`src/rtl/reset_release_sequencer.sv`:
```
// Ordered reset release: gates PLL reset on config done, waits for lock
// with timeout/retry, then releases the core reset after a hold period.
`timescale 1ns/1ps
module reset_release_sequencer #(
  parameter int SYNC_STAGES     = 3,
  parameter int HOLD_CYCLES     = 16,
  parameter int PLL_WAIT_CYCLES = 256,
  parameter int MAX_RETRIES     = 3
) (
  input  logic       clk,
  input  logic       rst_n,
  input  logic       ninit_done,
  input  logic       pll_locked,
  input  logic       sw_reset_req,
  output logic       pll_rst,
  output logic       core_rst_n,
  output logic       rst_done,
  output logic       lock_err,
  output logic [3:0] retry_cnt,
  output logic [2:0] state
);

  localparam int SPAN = (HOLD_CYCLES > PLL_WAIT_CYCLES) ?
                        HOLD_CYCLES : PLL_WAIT_CYCLES;
  localparam int CW = $clog2(SPAN) + 1;
  localparam logic [CW-1:0] HOLD_LAST = CW'(HOLD_CYCLES - 1);
  localparam logic [CW-1:0] WAIT_LAST = CW'(PLL_WAIT_CYCLES - 1);
  localparam logic [3:0] RETRY_LIMIT = 4'(MAX_RETRIES);

  typedef enum logic [2:0] {
    IDLE      = 3'd0,
    PLL_RST   = 3'd1,
    PLL_WAIT  = 3'd2,
    CORE_HOLD = 3'd3,
    RUN       = 3'd4,
    ERROR     = 3'd5
  } state_t;

  logic [SYNC_STAGES-1:0] init_sync;
  logic [SYNC_STAGES-1:0] lock_sync;
  logic init_s;
  logic lock_s;

  state_t state_q;
  state_t state_nxt;
  logic [CW-1:0] cnt_q;
  logic [3:0] retry_q;
  logic [3:0] retry_nxt;
  logic restart;

  // init syncs to "not done", lock syncs to "not locked"
  always_ff @(posedge clk or negedge rst_n) begin
    if (!rst_n) begin
      init_sync <= '1;
      lock_sync <= '0;
    end else begin
      init_sync <= {init_sync[SYNC_STAGES-2:0], ninit_done};
      lock_sync <= {lock_sync[SYNC_STAGES-2:0], pll_locked};
    end
  end

  assign init_s = init_sync[SYNC_STAGES-1];
  assign lock_s = lock_sync[SYNC_STAGES-1];

  always_comb begin
    state_nxt = state_q;
    retry_nxt = retry_q;
    restart   = 1'b0;
    unique case (state_q)
      IDLE: begin
        if (!init_s) state_nxt = PLL_RST;
      end
      PLL_RST: begin
        if (cnt_q == HOLD_LAST) state_nxt = PLL_WAIT;
      end
      PLL_WAIT: begin
        if (lock_s) begin
          state_nxt = CORE_HOLD;
        end else if (cnt_q == WAIT_LAST) begin
          retry_nxt = retry_q + 4'd1;
          state_nxt = (retry_nxt == RETRY_LIMIT) ? ERROR : PLL_RST;
        end
      end
      CORE_HOLD: begin
        if (!lock_s) state_nxt = PLL_RST;
        else if (cnt_q == HOLD_LAST) state_nxt = RUN;
      end
      RUN: begin
        if (!lock_s) state_nxt = PLL_RST;
      end
      ERROR: begin
        state_nxt = ERROR;
      end
      default: state_nxt = IDLE;
    endcase
    if (state_q != IDLE) begin
      if (init_s) begin
        state_nxt = IDLE;
      end else if (sw_reset_req) begin
        state_nxt = PLL_RST;
        retry_nxt = '0;
        restart   = 1'b1;
      end
    end
    if (state_nxt == IDLE) retry_nxt = '0;
  end

  // Outputs registered from the next state so they track state exactly
  always_ff @(posedge clk or negedge rst_n) begin
    if (!rst_n) begin
      state_q    <= IDLE;
      cnt_q      <= '0;
      retry_q    <= '0;
      pll_rst    <= 1'b1;
      core_rst_n <= 1'b0;
      rst_done   <= 1'b0;
      lock_err   <= 1'b0;
    end else begin
      state_q <= state_nxt;
      retry_q <= retry_nxt;
      if (state_nxt != state_q || restart) cnt_q <= '0;
      else if (cnt_q != {CW{1'b1}}) cnt_q <= cnt_q + 1'b1;
      pll_rst    <= (state_nxt == IDLE) || (state_nxt == PLL_RST) ||
                    (state_nxt == ERROR);
      core_rst_n <= (state_nxt == RUN);
      rst_done   <= (state_nxt == RUN);
      lock_err   <= (state_nxt == ERROR);
    end
  end

  assign state     = state_q;
  assign retry_cnt = retry_q;

endmodule

```
`config.mk`:
```
export PLATFORM = sky130hd
export DESIGN_NAME = reset_release_sequencer
export DESIGN_NICKNAME = d
export VERILOG_FILES = /design/src/rtl/reset_release_sequencer.sv
export SDC_FILE = /design/constraint.sdc
export NUM_CORES = 1
export LEC_CHECK = 0
export ABC_AREA = 0
export CORE_MARGIN = 8
export CORE_UTILIZATION = 50
export DETAILED_ROUTE_END_ITERATION = 7
export GPL_TIMING_DRIVEN = 0
export HOLD_SLACK_MARGIN = 0.08
export PLACE_DENSITY = 0.85
export SETUP_SLACK_MARGIN = 0.05
export SLEW_MARGIN = 20
export SYNTH_ARGS = -nofsm -noshare
export SYNTH_HDL_FRONTEND = slang
export SYNTH_SLANG_ARGS = --single-unit
export TNS_END_PERCENT = 50
```
`constraint.sdc`:
```
create_clock -name clk -period 2.4 [get_ports clk]
set_clock_uncertainty 0.2 [all_clocks]
set_input_delay 0.48 -clock clk [delete_from_list [all_inputs] [get_ports clk]]
set_output_delay 0.48 -clock clk [all_outputs]
set_load 0.03 [all_outputs]
```
==> results of run 1 <==
==> worst min path at each step <==
stage                           startpoint                     end  slack (ps)  cells after the start
global route        init_sync[1]$_DFF_PN1_  init_sync[2]$_DFF_PN1_         170                      0
finish              init_sync[1]$_DFF_PN1_  init_sync[2]$_DFF_PN1_         170                      0
detailed placement  lock_sync[0]$_DFF_PN0_  lock_sync[1]$_DFF_PN0_         140                      0
CTS                 init_sync[1]$_DFF_PN1_  init_sync[2]$_DFF_PN1_         170                      0
global placement    lock_sync[0]$_DFF_PN0_  lock_sync[1]$_DFF_PN0_         130                      0
floorplan                            rst_n    cnt_q[0]$_DFFE_PN0P_         -20                      0
==> worst register-to-register path, stage by stage, from the launching register on <==
cell                        delay [ps]
sky130_fd_sc_hd__dfrtp_1           430
sky130_fd_sc_hd__ha_2              210
sky130_fd_sc_hd__nand3_2           100
sky130_fd_sc_hd__nor2_4             40
sky130_fd_sc_hd__buf_4             140
sky130_fd_sc_hd__ha_1              190
sky130_fd_sc_hd__o2111ai_1         170
sky130_fd_sc_hd__nand2_2           140
sky130_fd_sc_hd__buf_4             160
sky130_fd_sc_hd__a2111oi_4         350
sky130_fd_sc_hd__buf_4             210
sky130_fd_sc_hd__a2111oi_4          40
==> cell type report <==
| type | instances | area, sq um | area share (%) |
|---|---|---|---|
| Timing Repair Buffer | 40 | 355 | 17.4 |
| Inverter | 8 | 32.5 | 1.59 |
| Buffer | 5 | 38.8 | 1.90 |
| Clock buffer | 3 | 22.5 | 1.10 |
| Clock inverter | 1 | 8.76 | 0.429 |
| Multi-Input combinational cell | 103 | 915 | 44.8 |
| Sequential cell | 25 | 632 | 30.9 |
| Tap cell | 31 | 38.8 | 1.90 |
==> routing by layer <==
metal  track usage, %  vias up  routed length [um]
li1                 -      589                   -
met1             15.4      608                1610
met2             22.1       36                2070
met3             2.40       10                 128
met4             5.36        0                  78
met5                0        -                   0
==> metrics by stage <==
| step | setup WS (ps) | hold slack [ps] | util (%) | total power [W] | std cells |
|---|---|---|---|---|---|
| after CTS | -37.1 | 168 | 66.0 | 0.00123 | 201 |
| after global placement | -522 | 133 | 60.2 | 0.000905 | 186 |
| final | -94.2 | 167 | 74.1 | 0.00138 | 216 |
| after floorplan | 71.7 | -15.6 | - | 0.000820 | 140 |
| after detailed placement | -577 | 141 | 60.2 | 0.000924 | 186 |
| after global routing | -122 | 171 | 74.1 | 0.00146 | 216 |
==> where the power goes <==
group | leakage (nW) | internal (W) | switching (W)
clock network | 0.0183 | 0.0000681 | 0.000139
logic | 0.551 | 0.000326 | 0.000335
registers | 0.320 | 0.000469 | 0.0000472
total | 0.890 | 0.000863 | 0.000521
==> what timing repair did <==
action / in CTS / in global routing
cloned: 0 / 1
hold endpoints to repair: 0 / 21
endpoints found under the setup margin: 16 / 16
pin swaps: 10 / 18
setup buffers: 11 / 15
hold buffers: 0 / 1
resized for setup: 8 / 20
==> flip-flops by register name, indices dropped and copies added, names as in the netlist <==
name	flops
state	3
lock_err	1
retry_cnt	4
cnt_q	9
lock_sync	3
init_sync	3
pll_rst	1
rst_done	1
==> kinds of logic (layout without fill, tap and decap cells) <==
family	count (synthesis)	count (layout)	share of synthesized area, %
compound gates	28	29	17.9
xor+xnor	10	10	6.00
fa+ha+maj	6	6	5.15
buf+inv	13	57	4.80
flops	25	25	43.2
mux	1	1	0.686
simple gates	57	57	22.2
==> layout by cell type (no fill, tap or decap), types with 2 or more instances in the layout <==
cell type and n:
sky130_fd_sc_hd__ha_1 4, sky130_fd_sc_hd__nor3_2 6, sky130_fd_sc_hd__buf_2 2, sky130_fd_sc_hd__clkbuf_4 3
sky130_fd_sc_hd__o21ai_0 3, sky130_fd_sc_hd__nand2_1 9, sky130_fd_sc_hd__buf_4 24, sky130_fd_sc_hd__nor3_1 9
sky130_fd_sc_hd__o21ai_4 2, sky130_fd_sc_hd__nand4_1 3, sky130_fd_sc_hd__clkdlybuf4s50_1 14, sky130_fd_sc_hd__inv_1 7
sky130_fd_sc_hd__o22a_2 2, sky130_fd_sc_hd__nor2_1 11, sky130_fd_sc_hd__dfrtp_1 20, sky130_fd_sc_hd__dfstp_2 4
sky130_fd_sc_hd__ha_2 2, sky130_fd_sc_hd__a21o_1 4, sky130_fd_sc_hd__buf_6 3, sky130_fd_sc_hd__a2111oi_4 3
sky130_fd_sc_hd__a21oi_1 4, sky130_fd_sc_hd__xnor2_1 4, sky130_fd_sc_hd__nor2_4 2, sky130_fd_sc_hd__nand3_1 2
sky130_fd_sc_hd__xor2_1 6
==> metrics.txt, run 1 <==
# TYPE chip_impl_metric gauge
chip_impl_info{name="crit_path_start_kind",value="flop"} 1
chip_impl_metric{name="die_height",unit="um"} 70.0
chip_impl_metric{name="r2r.worst_path.cells",unit=""} 11
chip_impl_metric{name="synth-edff-count",unit=""} 0
chip_impl_info{name="yosys-top-cells-area",value="sky130_fd_sc_hd__dfrtp_1 (36%), sky130_fd_sc_hd__dfstp_2 (7.2%), sky130_fd_sc_hd__ha_1 (5.1%), sky130_fd_sc_hd__nor3_1 (5.1%), sky130_fd_sc_hd__a2111oi_4 (3.8%)"} 1
chip_impl_metric{name="design.core.area",unit="sq um"} 2760
chip_impl_metric{name="routed_wirelength",unit="mm"} 3.88
chip_impl_metric{name="detailedPlacementHpwl",unit="mm"} 2.19
chip_impl_metric{name="deepest_clock_path_buffer_count",unit=""} 2
chip_impl_metric{name="grt_antenna_before_repair",unit=""} 0
chip_impl_metric{name="fin_nets",unit=""} 197
chip_impl_metric{name="ys_seq_elements",unit=""} 25
chip_impl_info{name="synth-main-ff-cell",value="sky130_fd_sc_hd__dfrtp_1"} 1
chip_impl_metric{name="critPathBufInv",unit=""} 3
chip_impl_info{name="critPathCapture",value="retry_cnt[1]$_DFF_PN0_"} 1
chip_impl_metric{name="floorplan.die_area",unit="sq um"} 4900
chip_impl_info{name="timing.hold.worst.class",value="flop to flop"} 1
chip_impl_metric{name="synth_seq_area_share",unit="%"} 43.2
chip_impl_metric{name="drt-pass1-iter-count",unit=""} 4
chip_impl_metric{name="crit_path_max_incr_delay",unit="ps"} 430
chip_impl_metric{name="initial_cell_density_of_the_core",unit="%"} 52.9
chip_impl_info{name="cts_root_buf",value="sky130_fd_sc_hd__clkbuf_4"} 1
chip_impl_metric{name="inserted_diodes",unit=""} 0
chip_impl_metric{name="report.final.setup_viol",unit=""} 8
chip_impl_metric{name="async_reset_ff_share",unit="%"} 100
chip_impl_metric{name="post_drt_via_cell_ratio",unit=""} 5.75
chip_impl_metric{name="critPathArrivalTime",unit="ps"} 2510
chip_impl_metric{name="finalCritPeriodShare",unit="%"} 104
chip_impl_metric{name="detail_route.iter0.violations",unit=""} 101
chip_impl_info{name="critPathLaunch",value="cnt_q[1]$_DFFE_PN0P_"} 1
chip_impl_metric{name="std_cell_rows",unit=""} 19
chip_impl_info{name="ys_top_cells_by_count",value="sky130_fd_sc_hd__dfrtp_1 (21), sky130_fd_sc_hd__nor3_1 (15), sky130_fd_sc_hd__nor2_1 (12), sky130_fd_sc_hd__nand2_1 (9), sky130_fd_sc_hd__inv_1 (7)"} 1
chip_impl_metric{name="hold_viol_final",unit=""} 0
chip_impl_metric{name="synth_area",unit="sq um"} 1460
chip_impl_metric{name="setup-tns-final",unit="ps"} -344
chip_impl_metric{name="cts_made_buffers",unit=""} 3
chip_impl_metric{name="worstPathMaxFanout",unit=""} 3
chip_impl_info{name="critical_path.cell_chain",value="ha_2 > nand3_2 > nor2_4 > buf_4 > ha_1 > o2111ai_1 > nand2_2 > buf_4 > a2111oi_4 > buf_4 > a2111oi_4"} 1
chip_impl_metric{name="cap_viol_max_count",unit=""} 0
chip_impl_metric{name="layout.filler_cells",unit=""} 188
chip_impl_info{name="synth_most_common_cell",value="sky130_fd_sc_hd__dfrtp_1"} 1
chip_impl_metric{name="finalMaxSlewViolations",unit=""} 0
chip_impl_metric{name="post-route-worst-setup-slack",unit="ps"} -94.2
chip_impl_metric{name="cp_num_cells",unit=""} 11
chip_impl_metric{name="drive_gt1_share",unit="%"} 39.5
chip_impl_info{name="endpoint_kind",value="flop"} 1
chip_impl_metric{name="detail_route.drc_violations",unit=""} 0
chip_impl_info{name="run_status",value="finished with violations"} 1
chip_impl_metric{name="fin_area",unit="sq um"} 2040
chip_impl_metric{name="yosysWarnings",unit=""} 0
chip_impl_metric{name="grtUsageTotal",unit="%"} 12.9
chip_impl_metric{name="worst_slew_margin_rel",unit="%"} 62.0
chip_impl_metric{name="num_vias",unit=""} 1243
chip_impl_metric{name="avg_inst_size_synth",unit="sq um"} 10.4
chip_impl_metric{name="post-synth-top-area-fraction",unit="%"} 36.0
chip_impl_metric{name="grt_overflow_total",unit=""} 0
chip_impl_info{name="regToRegEndpoint",value="retry_cnt[1]$_DFF_PN0_"} 1
chip_impl_metric{name="grt_first_pass_wirelength",unit="mm"} 5.35
chip_impl_metric{name="worstMarginPinSlew",unit="ps"} 570
chip_impl_metric{name="clock_latency",unit="ps"} 330
chip_impl_metric{name="syn2layout_area_growth",unit="%"} 40.1
chip_impl_info{name="path_common_cell",value="sky130_fd_sc_hd__buf_4"} 1
chip_impl_metric{name="register_to_register_setup_slack",unit="ps"} -90
chip_impl_metric{name="grt_start_max_net_pins",unit=""} 26
chip_impl_metric{name="top_level_ports",unit=""} 16
chip_impl_info{name="cts_tree",value="built"} 1
chip_impl_metric{name="clkTransAtPathRegs",unit="ps"} 150
chip_impl_metric{name="fp.dieW",unit="um"} 70.0
chip_impl_info{name="synth_top_cell_by_area",value="sky130_fd_sc_hd__dfrtp_1"} 1
chip_impl_metric{name="cts.sinks",unit=""} 25
chip_impl_info{name="failing_checks",value="setup timing"} 1
chip_impl_info{name="timing.setup.critical_path_class",value="flop to flop"} 1
chip_impl_metric{name="postSynthNetCount",unit=""} 151
chip_impl_info{name="cpLargestDelayFamily",value="compound AO/OA/AOI/OAI gates"} 1
chip_impl_metric{name="cp_data_required_time",unit="ps"} 2420
chip_impl_metric{name="via_count_of_the_first_global_routing_pass",unit=""} 1170
chip_impl_metric{name="place.port_buffers",unit=""} 15
chip_impl_metric{name="max_freq",unit="MHz"} 401
chip_impl_metric{name="vdd_ir_drop_max",unit="uV"} 564
chip_impl_info{name="crit_path_top_delay_cell",value="sky130_fd_sc_hd__dfrtp_1"} 1
chip_impl_metric{name="power.leakage",unit="nW"} 0.890
chip_impl_info{name="rsz_0062_raised_after_global_routing",value="true"} 1
chip_impl_metric{name="pwr_density_cell",unit="nW/um^2"} 677
chip_impl_metric{name="yosys.cell_types.count",unit=""} 46
chip_impl_info{name="rr_startpoint",value="cnt_q[1]$_DFFE_PN0P_"} 1
chip_impl_metric{name="netlist_instances",unit=""} 140
chip_impl_metric{name="route.detailed.wl_per_inst",unit="um"} 18.0
chip_impl_metric{name="detail-route-antenna-nets",unit=""} 0
chip_impl_metric{name="final_period_minus_worst_setup_slack",unit="ps"} 2490
chip_impl_metric{name="postPlaceCellArea",unit="sq um"} 1660
chip_impl_metric{name="cts_htree_levels",unit=""} 1
chip_impl_metric{name="final_replace_weighted_congestion",unit=""} 0.876
No activity file was read; power rests on OpenSTA's default activity.
==> run 2: changes to the inputs <==
--- a/config.mk
+++ b/config.mk
@@ -17,4 +17,4 @@
 export SYNTH_ARGS = -nofsm -noshare
 export SYNTH_HDL_FRONTEND = slang
 export SYNTH_SLANG_ARGS = --single-unit
-export TNS_END_PERCENT = 50
+export TNS_END_PERCENT = 10
==> run 2 against run 1 <==
Against the previous run:
- core utilization is 0.45 points lower
- the flow still finishes with violations (setup timing)
- clock-buffer cell count is the same
- combinational power down 0.6%
- largest cell class unchanged
- die area stayed put
- sequential power is essentially flat
- final cell count fell by 0.46%
- flip-flop and latch count stayed put
==> metrics.txt, run 2 (synthesized netlist as in run 1, its figures left out) <==
# TYPE chip_impl_metric gauge
chip_impl_metric{name="fin_area",unit="sq um"} 2030
chip_impl_metric{name="grt_overflow_total",unit=""} 0
chip_impl_metric{name="inserted_diodes",unit=""} 0
chip_impl_metric{name="clock_latency",unit="ps"} 320
chip_impl_metric{name="final_util",unit="%"} 73.6
chip_impl_info{name="timing.hold.worst.start",value="init_sync[1]$_DFF_PN1_"} 1
chip_impl_info{name="rr_startpoint",value="cnt_q[1]$_DFFE_PN0P_"} 1
chip_impl_info{name="timing.hold.worst.class",value="flop to flop"} 1
chip_impl_metric{name="cts.sinks",unit=""} 25
chip_impl_metric{name="power_frac_clock",unit="%"} 14.7
chip_impl_metric{name="postPlaceCellArea",unit="sq um"} 1660
chip_impl_metric{name="internal_power",unit="W"} 0.000861
chip_impl_metric{name="deepest_clock_path_buffer_count",unit=""} 2
chip_impl_metric{name="post-route-worst-setup-slack",unit="ps"} -70.9
chip_impl_metric{name="worstMarginPinSlew",unit="ps"} 564
chip_impl_metric{name="detailedPlacementHpwl",unit="mm"} 2.19
chip_impl_metric{name="layout.filler_cells",unit=""} 198
chip_impl_metric{name="std_cell_rows",unit=""} 19
chip_impl_metric{name="pwr_density_cell",unit="nW/um^2"} 678
chip_impl_metric{name="finalCritPeriodShare",unit="%"} 103
chip_impl_metric{name="drt-pass1-iter-count",unit=""} 4
chip_impl_metric{name="final_period_minus_worst_setup_slack",unit="ps"} 2470
chip_impl_metric{name="floorplan.die_area",unit="sq um"} 4900
chip_impl_metric{name="pwr-share-comb",unit="%"} 47.7
chip_impl_metric{name="register_to_register_setup_slack",unit="ps"} -70
chip_impl_metric{name="initial_cell_density_of_the_core",unit="%"} 52.9
chip_impl_info{name="max_flop_register",value="cnt_q"} 1
chip_impl_info{name="crit_path_start_kind",value="flop"} 1
chip_impl_info{name="rsz_0062_raised_after_global_routing",value="true"} 1
chip_impl_metric{name="place.port_buffers",unit=""} 15
chip_impl_metric{name="cts_made_buffers",unit=""} 3
chip_impl_metric{name="finalMaxSlewViolations",unit=""} 0
chip_impl_metric{name="worstPathMaxFanout",unit=""} 3
chip_impl_info{name="regToRegEndpoint",value="retry_cnt[0]$_DFF_PN0_"} 1
chip_impl_metric{name="fin_nets",unit=""} 196
chip_impl_metric{name="cap_viol_max_count",unit=""} 0
chip_impl_metric{name="worst_slew_margin_rel",unit="%"} 62.4
chip_impl_metric{name="detail_route.drc_violations",unit=""} 0
chip_impl_info{name="cts_root_buf",value="sky130_fd_sc_hd__clkbuf_4"} 1
chip_impl_info{name="min_to",value="init_sync[2]$_DFF_PN1_"} 1
chip_impl_info{name="layout_commonest_cell",value="sky130_fd_sc_hd__buf_4"} 1
chip_impl_metric{name="drive_gt1_share",unit="%"} 38.6
chip_impl_metric{name="post_drt_via_cell_ratio",unit=""} 5.81
chip_impl_metric{name="top_level_ports",unit=""} 16
chip_impl_metric{name="design.core.area",unit="sq um"} 2760
chip_impl_metric{name="hold_viol_final",unit=""} 0
chip_impl_metric{name="post_placement_worst_setup_slack",unit="ps"} -577
chip_impl_info{name="final_cell_mix",value="sky130_fd_sc_hd__buf_4 (24), sky130_fd_sc_hd__dfrtp_1 (20), sky130_fd_sc_hd__clkdlybuf4s50_1 (14)"} 1
chip_impl_metric{name="grtUsageTotal",unit="%"} 12.9
chip_impl_metric{name="cp_data_required_time",unit="ps"} 2410
chip_impl_info{name="run_status",value="finished with violations"} 1
chip_impl_metric{name="critPathArrivalTime",unit="ps"} 2480
chip_impl_metric{name="syn2layout_area_growth",unit="%"} 39.2
chip_impl_metric{name="fp.dieW",unit="um"} 70.0
chip_impl_metric{name="net_sw_share",unit="%"} 37.5
chip_impl_metric{name="routed_wirelength",unit="mm"} 3.74
chip_impl_metric{name="max_freq",unit="MHz"} 405
chip_impl_metric{name="vdd_ir_drop_max",unit="uV"} 542
chip_impl_info{name="cts_tree",value="built"} 1
chip_impl_info{name="timing.setup.critical_path_class",value="flop to flop"} 1
chip_impl_metric{name="grt_first_pass_wirelength",unit="mm"} 5.35
chip_impl_metric{name="r2r.worst_path.cells",unit=""} 11
chip_impl_metric{name="power.leakage",unit="nW"} 0.884
chip_impl_metric{name="detail_route.iter0.violations",unit=""} 97
chip_impl_metric{name="num_vias",unit=""} 1249
chip_impl_metric{name="share_seq_of_total_power",unit="%"} 37.6
chip_impl_info{name="failing_checks",value="setup timing"} 1
chip_impl_metric{name="clkTransAtPathRegs",unit="ps"} 150
chip_impl_metric{name="switching_power",unit="W"} 0.000515
chip_impl_metric{name="final_replace_weighted_congestion",unit=""} 0.876
chip_impl_metric{name="grt_start_max_net_pins",unit=""} 26
chip_impl_metric{name="grt_antenna_before_repair",unit=""} 0
chip_impl_metric{name="cts_htree_levels",unit=""} 1
chip_impl_metric{name="route.detailed.wl_per_inst",unit="um"} 17.4
chip_impl_metric{name="flip_flop_count_of_the_largest_register_after_layout",unit=""} 9
chip_impl_metric{name="detail-route-antenna-nets",unit=""} 0
chip_impl_metric{name="report.final.setup_viol",unit=""} 4
chip_impl_metric{name="via_count_of_the_first_global_routing_pass",unit=""} 1170
chip_impl_info{name="endpoint_kind",value="flop"} 1
chip_impl_metric{name="setup-tns-final",unit="ps"} -223
chip_impl_metric{name="die_height",unit="um"} 70.0
chip_impl_metric{name="instance_count_along_the_most_critical_hold_path",unit=""} 0
[run 2: per-layer routing]
layer  up-vias  global-route usage [%]  part of all wire, %
met5         -                       0                    0
met4         0                    5.36                  1.7
met3         8                    2.40                  4.1
met2        36                    22.1                   52
met1       618                    15.4                   42
li1        587                       -                    -
[run 2: how the worst max path moves through the flow]
stage	start	to	slack, ps	depth (start not counted)
6_report	cnt_q[1]$_DFFE_PN0P_	retry_cnt[0]$_DFF_PN0_	-70	11
5_1_grt	cnt_q[1]$_DFFE_PN0P_	retry_cnt[1]$_DFF_PN0_	-100	11
4_1_cts	cnt_q[6]$_DFFE_PN0P_	cnt_q[7]$_DFFE_PN0P_	-40	8
3_5_place_dp	sw_reset_req	cnt_q[7]$_DFFE_PN0P_	-580	7
3_3_place_gp	sw_reset_req	cnt_q[0]$_DFFE_PN0P_	-520	7
2_1_floorplan	cnt_q[0]$_DFFE_PN0P_	cnt_q[8]$_DFFE_PN0P_	70	9
[run 2: through the flow]
stage / instances / total power [W] / hold WS [ps]
3_3_place_gp: 186 / 0.000905 / 133
5_1_grt: 215 / 0.00145 / 171
6_report: 215 / 0.00138 / 167
3_5_place_dp: 186 / 0.000924 / 141
4_1_cts: 201 / 0.00123 / 168
2_1_floorplan: 140 / 0.000820 / -15.6
[run 2: final cells by class]
cell class                      count  area (sq um)  share of cell area [%]
Inverter                            8          32.5                    1.60
Sequential cell                    25           632                    31.1
Clock buffer                        3          22.5                    1.11
Timing Repair Buffer               39           344                    16.9
Buffer                              5          38.8                    1.91
Multi-Input combinational cell    103           913                    45.0
Clock inverter                      1          8.76                   0.431
Tap cell                           31          38.8                    1.91
[run 2: power groups by stage]
stage | Clock [W] | Sequential, W | Combinational [W]
detailed placement | 0 | 0.000524 | 0.000400
finish | 0.000202 | 0.000517 | 0.000657
global route | 0.000226 | 0.000524 | 0.000696
global placement | 0 | 0.000520 | 0.000385
CTS | 0.000208 | 0.000511 | 0.000514
floorplan | 0 | 0.000532 | 0.000288
[run 2: critical path, stage by stage, from the launching register on]
cell and delay, ps:
sky130_fd_sc_hd__dfrtp_1 420, sky130_fd_sc_hd__ha_2 210, sky130_fd_sc_hd__nand3_2 100, sky130_fd_sc_hd__nor2_4 50
sky130_fd_sc_hd__buf_4 140, sky130_fd_sc_hd__ha_1 190, sky130_fd_sc_hd__o2111ai_1 170, sky130_fd_sc_hd__nand2_2 110
sky130_fd_sc_hd__buf_4 150, sky130_fd_sc_hd__a2111oi_4 340, sky130_fd_sc_hd__buf_4 210, sky130_fd_sc_hd__nor3_2 50
[run 2: what timing repair did]
item / 4_1_cts / 5_1_grt
setup buffers: 11 / 14
gates cloned: 0 / 1
endpoints found under the setup margin: 16 / 16
resized for setup: 8 / 18
hold buffers: 0 / 1
hold endpoints to repair: 0 / 21
pin swaps: 10 / 17
==> run 3: changes to the inputs <==
--- a/config.mk
+++ b/config.mk
@@ -7,11 +7,11 @@
 export LEC_CHECK = 0
 export ABC_AREA = 0
 export CORE_MARGIN = 8
-export CORE_UTILIZATION = 50
+export CORE_UTILIZATION = 52
 export DETAILED_ROUTE_END_ITERATION = 7
 export GPL_TIMING_DRIVEN = 0
 export HOLD_SLACK_MARGIN = 0.08
-export PLACE_DENSITY = 0.85
+export PLACE_DENSITY = 0.84
 export SETUP_SLACK_MARGIN = 0.05
 export SLEW_MARGIN = 20
 export SYNTH_ARGS = -nofsm -noshare
==> constraint.sdc (replaced) <==
create_clock -name clk -period 2.9 [get_ports clk]
set_clock_uncertainty 0.2 [all_clocks]
set_input_delay 0.58 -clock clk [delete_from_list [all_inputs] [get_ports clk]]
set_output_delay 0.58 -clock clk [all_outputs]
set_load 0.03 [all_outputs]
==> run 3 against run 2 <==
Against the previous run:
- global-route usage grew 0.40 points
- wire length shrank 23%
- clock power shrank 21%
- flip-flop and latch count is the same
- cell area shrank 16%
- the run now ends clean
- power shrank 33%
- critical path depth shrank 4
==> metrics.txt, run 3 (synthesized netlist as in run 1, its figures left out) <==
# TYPE chip_impl_metric gauge
chip_impl_metric{name="clock_latency",unit="ps"} 320
chip_impl_metric{name="cts_made_buffers",unit=""} 3
chip_impl_info{name="cts_tree",value="built"} 1
chip_impl_info{name="run_status",value="completed"} 1
chip_impl_metric{name="max_freq",unit="MHz"} 376
chip_impl_metric{name="internal_power",unit="W"} 0.000580
chip_impl_metric{name="inserted_diodes",unit=""} 0
chip_impl_metric{name="final_period_minus_worst_setup_slack",unit="ps"} 2660
chip_impl_info{name="min_to",value="init_sync[2]$_DFF_PN1_"} 1
chip_impl_metric{name="final_util",unit="%"} 62.7
chip_impl_metric{name="via_count_of_the_first_global_routing_pass",unit=""} 1107
chip_impl_metric{name="register_to_register_setup_slack",unit="ps"} 240
chip_impl_metric{name="detail_route.drc_violations",unit=""} 0
chip_impl_metric{name="pwr-share-comb",unit="%"} 36.4
chip_impl_metric{name="flip_flop_count_of_the_largest_register_after_layout",unit=""} 9
chip_impl_info{name="crit_path_start_kind",value="input port"} 1
chip_impl_metric{name="pwr_density_cell",unit="nW/um^2"} 541
chip_impl_info{name="final_cell_mix",value="sky130_fd_sc_hd__dfrtp_1 (21), sky130_fd_sc_hd__nor3_1 (15), sky130_fd_sc_hd__clkdlybuf4s50_1 (14)"} 1
chip_impl_metric{name="switching_power",unit="W"} 0.000339
chip_impl_info{name="timing.setup.critical_path_class",value="input port to flop"} 1
chip_impl_info{name="timing.hold.worst.class",value="flop to flop"} 1
chip_impl_metric{name="cts_htree_levels",unit=""} 1
chip_impl_metric{name="grt_first_pass_wirelength",unit="mm"} 4.82
chip_impl_metric{name="report.final.setup_viol",unit=""} 0
chip_impl_metric{name="drt-pass1-iter-count",unit=""} 4
chip_impl_metric{name="cts.sinks",unit=""} 25
chip_impl_metric{name="syn2layout_area_growth",unit="%"} 16.5
chip_impl_metric{name="power.leakage",unit="nW"} 0.706
chip_impl_info{name="timing.hold.worst.start",value="init_sync[1]$_DFF_PN1_"} 1
chip_impl_metric{name="grt_antenna_before_repair",unit=""} 0
chip_impl_metric{name="timing.hold.ws",unit="ps"} 165
chip_impl_metric{name="die_height",unit="um"} 69.0
chip_impl_metric{name="initial_cell_density_of_the_core",unit="%"} 53.8
chip_impl_metric{name="critPathArrivalTime",unit="ps"} 2670
chip_impl_metric{name="finalCritPeriodShare",unit="%"} 91.8
chip_impl_metric{name="net_sw_share",unit="%"} 36.9
chip_impl_metric{name="share_seq_of_total_power",unit="%"} 46.4
chip_impl_metric{name="drive_gt1_share",unit="%"} 20.5
chip_impl_info{name="layout_commonest_cell",value="sky130_fd_sc_hd__dfrtp_1"} 1
chip_impl_metric{name="final_replace_weighted_congestion",unit=""} 0.891
chip_impl_metric{name="floorplan.die_area",unit="sq um"} 4760
chip_impl_metric{name="grt_start_max_net_pins",unit=""} 26
chip_impl_metric{name="num_vias",unit=""} 1095
chip_impl_metric{name="detailedPlacementHpwl",unit="mm"} 2.08
chip_impl_info{name="regToRegEndpoint",value="cnt_q[8]$_DFFE_PN0P_"} 1
chip_impl_metric{name="worstPathMaxFanout",unit=""} 9
chip_impl_metric{name="cap_viol_max_count",unit=""} 0
chip_impl_info{name="endpoint_kind",value="flop"} 1
chip_impl_metric{name="place.port_buffers",unit=""} 15
chip_impl_metric{name="grt_overflow_total",unit=""} 0
chip_impl_metric{name="fp.dieW",unit="um"} 69.0
chip_impl_info{name="rr_startpoint",value="cnt_q[0]$_DFFE_PN0P_"} 1
chip_impl_metric{name="top_level_ports",unit=""} 16
chip_impl_metric{name="route.detailed.wl_per_inst",unit="um"} 15.0
chip_impl_info{name="rsz_0062_raised_after_global_routing",value="false"} 1
chip_impl_info{name="critPathLaunch",value="sw_reset_req"} 1
chip_impl_metric{name="design.core.area",unit="sq um"} 2710
chip_impl_metric{name="worst_slew_margin_rel",unit="%"} 46.6
chip_impl_metric{name="power_frac_clock",unit="%"} 17.3
chip_impl_info{name="max_flop_register",value="cnt_q"} 1
chip_impl_info{name="cts_root_buf",value="sky130_fd_sc_hd__clkbuf_4"} 1
chip_impl_metric{name="post_drt_via_cell_ratio",unit=""} 5.70
chip_impl_metric{name="worstMarginPinSlew",unit="ps"} 798
chip_impl_metric{name="hold_viol_final",unit=""} 0
chip_impl_metric{name="finalMaxSlewViolations",unit=""} 0
chip_impl_metric{name="detail_route.iter0.violations",unit=""} 86
chip_impl_metric{name="cp_data_required_time",unit="ps"} 2910
chip_impl_metric{name="std_cell_rows",unit=""} 19
chip_impl_metric{name="vdd_ir_drop_max",unit="uV"} 494
chip_impl_metric{name="detail-route-antenna-nets",unit=""} 0
chip_impl_metric{name="r2r.worst_path.cells",unit=""} 9
chip_impl_metric{name="fin_nets",unit=""} 173
chip_impl_metric{name="grtUsageTotal",unit="%"} 13.3
chip_impl_metric{name="design_power_total",unit="W"} 0.000920
chip_impl_metric{name="routed_wirelength",unit="mm"} 2.89
chip_impl_metric{name="instance_count_along_the_most_critical_hold_path",unit=""} 0
chip_impl_metric{name="clkTransAtPathRegs",unit="ps"} 130
chip_impl_metric{name="deepest_clock_path_buffer_count",unit=""} 2
[run 3: cell count changes in the layout (fill, tap and decap cells not counted), sizes merged]
cell,delta
clkinvlp,+1
clkinv,+1
buf,-22
inv,-2
o21ai,-1
[run 3: stage by stage]
stage	worst slack, ps	std cells	instance area [sq um]	TNS [ps]
2_1_floorplan	468	140	1460	0
3_3_place_gp	-74.5	186	1650	-623
3_5_place_dp	-103	186	1650	-831
4_1_cts	156	190	1680	0
5_1_grt	97.6	192	1700	0
6_report	238	192	1700	0
[run 3: repair_timing]
action,4_1_cts,5_1_grt
buffers inserted,0,1
hold buffers,0,1
setup endpoints to repair,0,1
endpoints found under the hold margin,0,21
gates resized for setup,0,2
[run 3: layer usage]
layer / global-route usage, % / share of wire, % / wire length, um / up-vias
li1: - / - / - / 545
met1: 16.0 / 45 / 1310 / 521
met2: 21.9 / 48 / 1400 / 23
met3: 2.58 / 3.7 / 106 / 6
met4: 7.52 / 2.5 / 71 / 0
met5: 0 / 0 / 0 / -
[run 3: cell type report]
| cell class | instances | area (sq um) |
|---|---|---|
| Fill cell | 230 | 1010 |
| Multi-Input combinational cell | 102 | 767 |
| Sequential cell | 25 | 631 |
| Timing Repair Buffer | 17 | 163 |
| Buffer | 5 | 38.8 |
| Tap cell | 31 | 38.8 |
| Inverter | 8 | 31.3 |
| Clock buffer | 3 | 22.5 |
| Clock inverter | 1 | 7.51 |
[run 3: worst max path at each step]
stage	to	slack, ps	depth (start not counted)
3_5_place_dp	cnt_q[6]$_DFFE_PN0P_	-100	7
3_3_place_gp	cnt_q[0]$_DFFE_PN0P_	-70	7
2_1_floorplan	cnt_q[8]$_DFFE_PN0P_	470	9
6_report	cnt_q[6]$_DFFE_PN0P_	240	7
4_1_cts	cnt_q[8]$_DFFE_PN0P_	160	9
5_1_grt	cnt_q[8]$_DFFE_PN0P_	100	9
[run 3: power by group through the flow]
stage	Clock (W)	Sequential (W)	Combinational [W]
3_3_place_gp	0	0.000430	0.000306
5_1_grt	0.000178	0.000432	0.000371
2_1_floorplan	0	0.000440	0.000225
3_5_place_dp	0	0.000433	0.000316
4_1_cts	0.000166	0.000426	0.000318
6_report	0.000159	0.000426	0.000334
[run 3: critical path, cell delays in order]
cell	delay, ps
sky130_fd_sc_hd__clkdlybuf4s50_1	510
sky130_fd_sc_hd__o22a_2	180
sky130_fd_sc_hd__a2bb2oi_1	650
sky130_fd_sc_hd__nand2b_2	290
sky130_fd_sc_hd__clkinv_2	90
sky130_fd_sc_hd__o21ai_4	280
sky130_fd_sc_hd__nor3_1	90
